==> src/rtl/mem_port_arbiter_pkg.sv <==
// Shared types for the unified-memory port arbiter: FSM state encodings and
// the grant-select encoding that remembers which requester owns the bus.
package mem_port_arbiter_pkg;

  typedef enum logic [1:0] {
    ST_IDLE  = 2'd0,
    ST_GNT_D = 2'd1,
    ST_GNT_I = 2'd2,
    ST_RESP  = 2'd3
  } arb_state_e;

  typedef enum logic {
    GSEL_D = 1'b0,
    GSEL_I = 1'b1
  } gnt_sel_e;

  function automatic logic is_grant(input arb_state_e s);
    return (s == ST_GNT_D) || (s == ST_GNT_I);
  endfunction

endpackage

==> src/rtl/mem_arb_timer.sv <==
// Bus-timeout watchdog: loaded when a grant starts, counts down while the
// memory request is outstanding and flags expiry on its final allowed cycle.
module mem_arb_timer #(
  parameter int TIMEOUT = 64
) (
  input  logic clk_i,
  input  logic rst_i,
  input  logic start_i,
  input  logic clear_i,
  output logic expired_o
);

  localparam int W = $clog2(TIMEOUT);
  localparam logic [W-1:0] LOAD = W'(TIMEOUT - 1);

  logic [W-1:0] cnt_q, cnt_d;
  logic         run_q, run_d;

  always_comb begin
    cnt_d = cnt_q;
    run_d = run_q;
    if (clear_i) begin
      cnt_d = '0;
      run_d = 1'b0;
    end else if (start_i) begin
      cnt_d = LOAD;
      run_d = 1'b1;
    end else if (run_q && (cnt_q != '0)) begin
      cnt_d = cnt_q - 1'b1;
    end
  end

  always_ff @(posedge clk_i or negedge rst_i) begin
    if (!rst_i) begin
      cnt_q <= '0;
      run_q <= 1'b0;
    end else begin
      cnt_q <= cnt_d;
      run_q <= run_d;
    end
  end

  // Count of zero corresponds to the TIMEOUT-th cycle of the request.
  assign expired_o = run_q && (cnt_q == '0);

endmodule

==> src/rtl/mem_port_arbiter.sv <==
// Arbitrates a single-ported unified memory between instruction fetch and
// data access, with starvation guard for fetch and a sticky bus-timeout flag.
module mem_port_arbiter
  import mem_port_arbiter_pkg::*;
#(
  parameter int ADDR_W     = 32,
  parameter int DATA_W     = 32,
  parameter int STARVE_MAX = 4,
  parameter int TIMEOUT    = 64
) (
  input  logic              clk_i,
  input  logic              rst_i,
  input  logic              if_req_i,
  input  logic [ADDR_W-1:0] if_addr_i,
  output logic [DATA_W-1:0] if_rdata_o,
  output logic              if_ack_o,
  input  logic              d_req_i,
  input  logic              d_we_i,
  input  logic [ADDR_W-1:0] d_addr_i,
  input  logic [DATA_W-1:0] d_wdata_i,
  output logic [DATA_W-1:0] d_rdata_o,
  output logic              d_ack_o,
  output logic              mem_req_o,
  output logic              mem_we_o,
  output logic [ADDR_W-1:0] mem_addr_o,
  output logic [DATA_W-1:0] mem_wdata_o,
  input  logic [DATA_W-1:0] mem_rdata_i,
  input  logic              mem_ack_i,
  output logic              stall_o,
  output logic              err_o
);

  localparam int SW = $clog2(STARVE_MAX + 1);
  localparam logic [SW-1:0] STARVE_LIM = SW'(STARVE_MAX);

  arb_state_e        state_q, state_d;
  gnt_sel_e          gsel_q;
  logic [SW-1:0]     starve_q, starve_d;
  logic              mem_we_q;
  logic [ADDR_W-1:0] mem_addr_q;
  logic [DATA_W-1:0] mem_wdata_q;
  logic [DATA_W-1:0] if_rdata_q, d_rdata_q;
  logic [DATA_W-1:0] rdata_cap;
  logic              err_q;
  logic              in_grant, enter_d, enter_i, done, timed_out;
  logic              tmo_start, tmo_clear, tmo_expired;

  always_ff @(posedge clk_i or negedge rst_i) begin
    if (!rst_i) state_q <= ST_IDLE;
    else        state_q <= state_d;
  end

  always_comb begin
    state_d = state_q;
    unique case (state_q)
      ST_IDLE: begin
        if (d_req_i && if_req_i)
          state_d = (starve_q == STARVE_LIM) ? ST_GNT_I : ST_GNT_D;
        else if (d_req_i)
          state_d = ST_GNT_D;
        else if (if_req_i)
          state_d = ST_GNT_I;
      end
      ST_GNT_D, ST_GNT_I: begin
        if (mem_ack_i || tmo_expired) state_d = ST_RESP;
      end
      ST_RESP: state_d = ST_IDLE;
      default: state_d = ST_IDLE;
    endcase
  end

  always_comb begin
    mem_req_o = is_grant(state_q);
    if_ack_o  = (state_q == ST_RESP) && (gsel_q == GSEL_I);
    d_ack_o   = (state_q == ST_RESP) && (gsel_q == GSEL_D);
  end

  assign in_grant  = is_grant(state_q);
  assign enter_d   = (state_q == ST_IDLE) && (state_d == ST_GNT_D);
  assign enter_i   = (state_q == ST_IDLE) && (state_d == ST_GNT_I);
  assign done      = in_grant && (mem_ack_i || tmo_expired);
  // An ack arriving on the expiry cycle still wins over the timeout.
  assign timed_out = in_grant && tmo_expired && !mem_ack_i;
  assign tmo_start = enter_d || enter_i;
  assign tmo_clear = done;
  assign rdata_cap = (timed_out || mem_we_q) ? '0 : mem_rdata_i;

  always_comb begin
    starve_d = starve_q;
    if (enter_i)
      starve_d = '0;
    else if (enter_d) begin
      if (!if_req_i)                    starve_d = '0;
      else if (starve_q != STARVE_LIM)  starve_d = starve_q + 1'b1;
    end
  end

  always_ff @(posedge clk_i or negedge rst_i) begin
    if (!rst_i) begin
      gsel_q      <= GSEL_D;
      starve_q    <= '0;
      mem_we_q    <= 1'b0;
      mem_addr_q  <= '0;
      mem_wdata_q <= '0;
      if_rdata_q  <= '0;
      d_rdata_q   <= '0;
      err_q       <= 1'b0;
    end else begin
      starve_q <= starve_d;
      if (enter_d) begin
        gsel_q      <= GSEL_D;
        mem_we_q    <= d_we_i;
        mem_addr_q  <= d_addr_i;
        mem_wdata_q <= d_wdata_i;
      end else if (enter_i) begin
        gsel_q      <= GSEL_I;
        mem_we_q    <= 1'b0;
        mem_addr_q  <= if_addr_i;
        mem_wdata_q <= '0;
      end
      if (done) begin
        if (gsel_q == GSEL_I) if_rdata_q <= rdata_cap;
        else                  d_rdata_q  <= rdata_cap;
      end
      if (timed_out) err_q <= 1'b1;
    end
  end

  mem_arb_timer #(
    .TIMEOUT (TIMEOUT)
  ) u_timer (
    .clk_i     (clk_i),
    .rst_i     (rst_i),
    .start_i   (tmo_start),
    .clear_i   (tmo_clear),
    .expired_o (tmo_expired)
  );

  assign mem_we_o    = mem_we_q;
  assign mem_addr_o  = mem_addr_q;
  assign mem_wdata_o = mem_wdata_q;
  assign if_rdata_o  = if_rdata_q;
  assign d_rdata_o   = d_rdata_q;
  assign err_o       = err_q;
  assign stall_o     = (if_req_i & ~if_ack_o) | (d_req_i & ~d_ack_o);

endmodule

==> config.mk <==
export PLATFORM = sky130hd
export DESIGN_NAME = mem_port_arbiter
export DESIGN_NICKNAME = d
export VERILOG_FILES = /design/src/rtl/mem_port_arbiter_pkg.sv /design/src/rtl/mem_arb_timer.sv /design/src/rtl/mem_port_arbiter.sv
export SDC_FILE = /design/constraint.sdc
export NUM_CORES = 1
export LEC_CHECK = 0
export BUFFER_PORTS_ARGS = -buffer_cell sky130_fd_sc_hd__clkbuf_2
export CORE_AREA = 2 2 93 162
export DETAILED_ROUTE_END_ITERATION = 10
export DIE_AREA = 0 0 95 164
export PLACE_DENSITY = 0.75
export SLEW_MARGIN = 5
export SYNTH_ARGS = -nofsm -noshare
export SYNTH_HDL_FRONTEND = slang
export SYNTH_SLANG_ARGS = --single-unit
==> constraint.sdc <==
create_clock -name clk_i -period 1.9 [get_ports clk_i]
set_input_delay 0.38 -clock clk_i [delete_from_list [all_inputs] [get_ports clk_i]]
set_output_delay 0.38 -clock clk_i [all_outputs]
set_load 0.1 [all_outputs]
# Word-level counts from Yosys, hierarchy flattened
# Cells that the tools add are included.
dict set report classes {
  add_sub_neg 2
  bitwise 6
  muxes 24
  n_eq_ne 8
  n_reduce_logical 25
}
# op n
set op_table {}
lappend op_table {{2-to-1 mux 32 bit} 5}
lappend op_table {{2-to-1 mux 6 bit} 3}
lappend op_table {{2-to-1 mux 3 bit} 4}
lappend op_table {{logical AND 1 bit} 10}
lappend op_table {{2-to-1 mux 2 bit} 5}
lappend op_table {{== test 2 bit, second input constant} 3}
lappend op_table {{zero test 6 bit} 1}
lappend op_table {{2-to-1 mux 1 bit} 6}
lappend op_table {{case mux 2 bit (3 select lines)} 1}
lappend op_table {{AND reduction 2 bit} 3}
lappend op_table {{nonzero test 6 bit} 1}
lappend op_table {{subtractor 6 x 1 -> 6 bit, second input constant} 1}
lappend op_table {{== test 2 x 1 -> 1 bit, second input constant} 2}
lappend op_table {{logical OR 1 bit} 4}
lappend op_table {{nonzero test 2 bit} 2}
lappend op_table {{adder 3 x 1 -> 3 bit, second input constant} 1}
lappend op_table {{== test 3 bit, second input constant} 1}
lappend op_table {{!= test 3 x 1 -> 1 bit, second input constant} 1}
lappend op_table {{!= test 3 bit, second input constant} 1}
lappend op_table {{NOT 1 bit} 3}
lappend op_table {{nonzero test 3 bit} 1}
lappend op_table {{bitwise AND 1 bit} 2}
lappend op_table {{zero test 2 bit} 1}
lappend op_table {{OR reduction 2 bit} 1}
lappend op_table {{other kinds (2)} 2}
dict set report word_totals {
  in_bits 134
  word_cells 76
  out_inout_bits 134
  ff_bits 143
}

# Longest topological paths before layout
dict set report logic_depth {
  word_depth 10
  depth_mapped 8
  ltp_nobuf 6
}

# Hierarchy
# A second synthesis with hierarchy kept.
dict set report unflattened {
  hier_cells 588
  area_unflattened_um2 6254.7
}
# mod n_inst seq_area_each_um2 area_per_inst_um2 cells_per_inst
set modules_own_cells {}
lappend modules_own_cells {mem_port_arbiter 1 3403.3 5844.4 546}
lappend modules_own_cells {mem_arb_timer 1 175.2 410.4 42}

# Worst setup path after synthesis
# No wires, ideal clock.
dict set report synth_path {
  path_kind {reg2reg}
  from {reg state_q[1]}
  to {reg d_rdata_q[10] (netlist: d_rdata_o[10])}
  synth_period_minus_slack_ns 2.528
  stages_incl_launch_ff 8
  n_path_buf 1
  setup_ns 0.123
  setup_slack_ns -0.628
  t_arrival_ns 2.405
  required_time_ns 1.777
  path_cell_list {dfrtp_1 -> inv_1 -> ha_1 -> nand4b_1 -> o41ai_2 -> nand2_1 -> buf_2 -> a22o_1}
}
dict set report synth_between {
  elab_chain_len 6
  word_cells_on_any_way 9
  classes_between {eq/ne: 2; mux: 1; reduce/logical: 6}
}
# element line
set synth_rtl {}
lappend synth_rtl {{from (decl)} mem_port_arbiter.sv:36} ;# arb_state_e state_q, state_d;
lappend synth_rtl {{from (signal assigned)} mem_port_arbiter.sv:50} ;# else state_q <= state_d;
lappend synth_rtl {{== test 2 x 1 -> 1 bit or == test 2 bit (tied branches)} n/a}
lappend synth_rtl {{logical OR 1 bit *} n/a}
lappend synth_rtl {{named net mem_req_o} mem_port_arbiter.sv:23} ;# output logic mem_req_o,
lappend synth_rtl {{logical AND 1 bit (2 in series)} mem_port_arbiter.sv:83} ;# assign timed_out = in_grant && tmo_expired && !mem_ack_i;
lappend synth_rtl {{logical OR 1 bit} mem_port_arbiter.sv:86} ;# assign rdata_cap = (timed_out || mem_we_q) ? '0 : mem_rdata_i;
lappend synth_rtl {{2-to-1 mux 32 bit} mem_port_arbiter.sv:86}
lappend synth_rtl {{to (signal assigned)} mem_port_arbiter.sv:123} ;# else d_rdata_q <= rdata_cap;
lappend synth_rtl {{to (decl)} mem_port_arbiter.sv:42} ;# logic [DATA_W-1:0] if_rdata_q, d_rdata_q;
# The timed path passes the listed nets; every way through them passes the cells marked *.
# A chain may end at the register's enable or synchronous reset.

# Worst setup path after layout
dict set report layout_path {
  from {reg state_q[0]}
  to {reg if_rdata_q[23] (netlist: if_rdata_o[23])}
}
dict set report layout_between {
  elab_chain_len 6
  word_cells_on_any_way 9
  classes_between {eq/ne: 2; mux: 1; reduce/logical: 6}
}
# element line
set layout_rtl {}
lappend layout_rtl {{== test 2 x 1 -> 1 bit or == test 2 bit (tied branches)} mem_port_arbiter_pkg.sv:18} ;# return (s == ST_GNT_D) || (s == ST_GNT_I);
lappend layout_rtl {{logical OR 1 bit *} mem_port_arbiter_pkg.sv:18}
lappend layout_rtl {{logical AND 1 bit (2 in series)} mem_port_arbiter.sv:83}
lappend layout_rtl {{logical OR 1 bit} mem_port_arbiter.sv:86}
lappend layout_rtl {{2-to-1 mux 32 bit} mem_port_arbiter.sv:86}
lappend layout_rtl {{to (signal assigned)} mem_port_arbiter.sv:122} ;# if (gsel_q == GSEL_I) if_rdata_q <= rdata_cap;
lappend layout_rtl {{to (decl)} mem_port_arbiter.sv:42}
# Mark *: on every way between the ends. The rest lies on a longest branch, timed or not.

==> results.txt <==
The total standard cell area after synthesis came out at 5913 µm². For the pin with the worst max-slew slack, the measured transition is ~570 ps. The per-instance average area after synthesis is 12.69 µm². The congestion estimate from routability-driven global placement came to around 0.83. The source-to-sink clock delay at the later pin of the worst-skew pair is just over 400 ps. The per-cell routed wire length is about 19 µm. Sorting the synthesized cells by area gives the leading types as sky130_fd_sc_hd__dfrtp_1 (61%), sky130_fd_sc_hd__a22o_1 (14%), sky130_fd_sc_hd__mux2i_1 (5.6%).

Setup repair after global routing could not meet its margin everywhere. The area of the core is roughly 14000 µm². The routed wire length is roughly 18 mm.

Synthesis handed over a netlist of between 400 and 500 instances. Between clock sinks in the finished design, the worst skew comes to around 12 ps. Clock tree synthesis selected as its root buffer the cell sky130_fd_sc_hd__clkbuf_16. The combined global-route utilization of all metal layers is 0.2175. The post-layout worst setup margin is -97.12 ps.

The H-tree was split into 4 levels. The primary flip-flop cell chosen by synthesis mapping is sky130_fd_sc_hd__dfrtp_1. The number of vias per cell came out at roughly 5.5. The run finished, with violations left. The critical path is of the reg2reg type.

The share of the synthesized area in the top cell type came out at 0.6052. The number of buffers between clock root and the deepest sink is 2. The number of hold violations in the final report is 0. STA classifies the critical path startpoint as a flip-flop. The number of nets produced by synthesis is 606.

On the critical path, the stage with the largest delay is an instance of sky130_fd_sc_hd__o41ai_4. The final reports fail on setup timing. The synthesized design contains roughly 140 register bits. The setup-violating endpoint count in the final report came out at 64. The start point of the worst hold path is d_wdata_i[9]. The endpoint class of the critical path is a flip-flop. The synthesis warning total is 0. The synthesized design contains 0 enable-type register cells. The row count came out at 58. The worst register-to-register path has a depth of 8. The post-route DRC violation count came out at 0.

The worst hold path terminates at mem_wdata_o[9]$_DFFE_PN0P_. The detailed-placement wirelength estimate is about 12 mm. Broken down by cell family, the worst path's largest delay share belongs to compound AO/OA/AOI/OAI gates. The share of the clock period used by the worst path after layout is 1.051. The largest single stage delay on the critical path is between 300 and 400 ps. After the last flow step, the layout net total stands at 895. The number of filler cells placed in the layout came out at 1136. The worst-case headroom to the max-slew limit came out at 0.6200. The number of antenna violations at the first check in global routing came out at 0. In this run the worst path has a maximum fanout of 8. The via count of the first global-routing pass was roughly 5300. The endpoint required time on the critical path came out at between 2000 and 2500 ps. The die width came out at approximately 95 µm. Across the run, the number of max-cap violations was 0. The worst register-to-register path ends at if_rdata_o[23]$_DFFE_PN0P_. The largest net degree at the start of global routing came out at 56. The critical path data arrival time is between 2000 and 2500 ps. The max-slew violation total from the final report is 0.

The overall via count from detail_route is a little over 5000. The number of buffers and inverters on the critical path is 3. Of the cells placed in the final design, the portion with a size suffix greater than 1 is 0.4707. The count of buffers added on input and output ports is roughly 270. The reg-to-reg critical path startpoint is state_q[0]$_DFF_PN0_. The tightest hold path in the finished design has a slack of 195.8 ps. The area growth from synthesis to layout is 45.05%. Derived from the worst setup path, the maximum achievable clock frequency is 0.5007 GHz. The area of the die is between 15000 and 20000 µm². Counting every sink on the clock net gives roughly 140. The worst hold path passes through 2 cells.

Of all flip-flops after synthesis, the portion carrying an async set or reset was 1.000. The share of the Yosys chip area taken by registers is 0.6052. The height of the chip came out at approximately 160 µm. The clock-pin slew of the registers on the worst-case setup and hold paths came out at approximately 60 ps. The reg2reg setup slack is -100 ps. The overall overflow remaining after global route came out at 0.

The detail route stage leaves a number of antenna-violating nets equal to 0. In this run, distinct cell masters in the synthesized netlist total 40. The most instantiated library cell after synthesis is sky130_fd_sc_hd__dfrtp_1.

The number of top-level design ports came out at approximately 270. The number of inserted diodes is 0. The CTS tree is yes. Clock tree synthesis inserted a total of 17 buffers.

The first global-routing pass estimated between 20 and 30 mm of wire. The final period demand of the worst path came out at about 2000 ps. The pre-antenna-repair detailed-routing pass consisted of 5 iterations. The synthesized design spends more area on one cell type than any other, namely sky130_fd_sc_hd__dfrtp_1. After synthesis, the most frequently instantiated cells are sky130_fd_sc_hd__dfrtp_1 (143), sky130_fd_sc_hd__a22o_1 (97), sky130_fd_sc_hd__mux2i_1 (33). The signal on the critical path passes through inv_2 > ha_4 > nand4b_1 > o41ai_4 > buf_6 > nand2_8 > clkbuf_16 > a22o_1. The effective utilization at floorplan came out at 0.4136. The violation count after the first detailed-routing iteration came out at approximately 270.

In this run the worst hold path is classified as in2reg.
==> per-stage QoR <==
step                setup TNS (ps)  cells  setup slack [ps]    util  area (µm²)
floorplan                    -8297    466            -137.1       -        5942
global placement            -797.1    900            -39.86  0.5374        7682
detailed placement           -3121    900            -129.4  0.5374        7682
CTS                              0    932            0.6541  0.5783        8268
global route                 -7713    947            -142.1  0.5999        8577
finish                       -4394    947            -97.12  0.5999        8577
==> worst max path at each step <==
stage                                  from                    endpoint  cells past startpoint  slack [ps]
2_1_floorplan          state_q[1]$_DFF_PN0_   d_rdata_o[10]$_DFFE_PN0P_                      7        -140
3_3_place_gp   u_timer.cnt_q[1]$_DFFE_PN0P_   d_rdata_o[31]$_DFFE_PN0P_                      7         -40
3_5_place_dp   u_timer.cnt_q[1]$_DFFE_PN0P_   d_rdata_o[24]$_DFFE_PN0P_                      7        -130
4_1_cts        u_timer.cnt_q[1]$_DFFE_PN0P_   d_rdata_o[11]$_DFFE_PN0P_                      7         0.7
5_1_grt                state_q[0]$_DFF_PN0_   d_rdata_o[26]$_DFFE_PN0P_                      8        -140
6_report               state_q[0]$_DFF_PN0_  if_rdata_o[23]$_DFFE_PN0P_                      8        -100
==> timing repair <==
action	4_1_cts	5_1_grt
endpoints found under the hold margin	26	0
endpoints found under the setup margin	40	85
pin swaps	0	7
gates resized for setup	6	22
cloned	0	6
hold buffers	1	0
setup buffers	0	10
==> kinds of logic after synthesis <==
| family | synth area share |
|---|---|
| muxes | 0.05586 |
| and+or+nand+nor | 0.06221 |
| buffers and inverters | 0.04274 |
| DFF | 0.6052 |
| AOI/OAI and AO/OA | 0.2213 |
| adders and majority gates | 0.01270 |
==> layout make-up <==
| type | instances | area, µm² | area share |
|---|---|---|---|
| Tap cell | 180 | 225.2 | 0.02626 |
| Clock buffer | 19 | 432.9 | 0.05047 |
| Sequential cell | 143 | 3580 | 0.4174 |
| Inverter | 11 | 41.29 | 0.004814 |
| Timing Repair Buffer | 306 | 1963 | 0.2289 |
| Clock inverter | 12 | 115.1 | 0.01342 |
| Multi-Input combinational cell | 276 | 2220 | 0.2588 |
==> layout by cell type (no fill, tap or decap), types with 2 or more instances in the layout <==
cell type,Yosys,layout
sky130_fd_sc_hd__o41ai_4,0,2
sky130_fd_sc_hd__buf_4,1,17
sky130_fd_sc_hd__nand2_8,0,2
sky130_fd_sc_hd__mux2i_1,33,31
sky130_fd_sc_hd__o21ai_1,32,32
sky130_fd_sc_hd__mux2i_2,0,2
sky130_fd_sc_hd__nor3_2,0,2
sky130_fd_sc_hd__a31oi_1,3,3
sky130_fd_sc_hd__buf_12,0,17
sky130_fd_sc_hd__ha_1,6,3
sky130_fd_sc_hd__a21oi_2,1,2
sky130_fd_sc_hd__clkinvlp_4,0,6
sky130_fd_sc_hd__clkinv_4,0,2
sky130_fd_sc_hd__o22ai_1,4,4
sky130_fd_sc_hd__buf_6,7,3
sky130_fd_sc_hd__inv_1,10,6
sky130_fd_sc_hd__a21oi_1,11,9
sky130_fd_sc_hd__a22o_1,97,97
sky130_fd_sc_hd__clkbuf_16,0,22
sky130_fd_sc_hd__clkbuf_2,0,262
sky130_fd_sc_hd__inv_2,1,5
sky130_fd_sc_hd__ha_4,0,3
sky130_fd_sc_hd__inv_6,0,2
sky130_fd_sc_hd__clkbuf_1,12,2
sky130_fd_sc_hd__nand4_1,2,2
sky130_fd_sc_hd__o2bb2ai_1,6,6
sky130_fd_sc_hd__nor3_1,4,2
sky130_fd_sc_hd__o21ai_0,5,5
sky130_fd_sc_hd__dfrtp_1,143,142
sky130_fd_sc_hd__nand2_1,4,2
sky130_fd_sc_hd__and2_1,2,2
sky130_fd_sc_hd__nor4_1,2,2
sky130_fd_sc_hd__nor2b_1,6,5
sky130_fd_sc_hd__nand3_1,32,32
sky130_fd_sc_hd__nor2_1,10,9
==> registers in the layout, summed over array words and instances (netlist names) <==
name and count:
d_rdata_o 32, u_timer.cnt_q 6, gsel_q 1, starve_q 3
mem_we_o 1, state_q 2, mem_wdata_o 32, err_o 1
if_rdata_o 32, u_timer.run_q 1, mem_addr_o 32
==> metal layers <==
layer	track usage	routed length (µm)	vias to the layer above
li1	-	-	2339
met1	0.2371	6587	2601
met2	0.4020	10060	206
met3	0.03486	766	53
met4	0.1014	662	0
met5	0	0	-
Power is not shown: default switching activity piles up to over one toggle a cycle in this logic, so the estimate is an artifact.
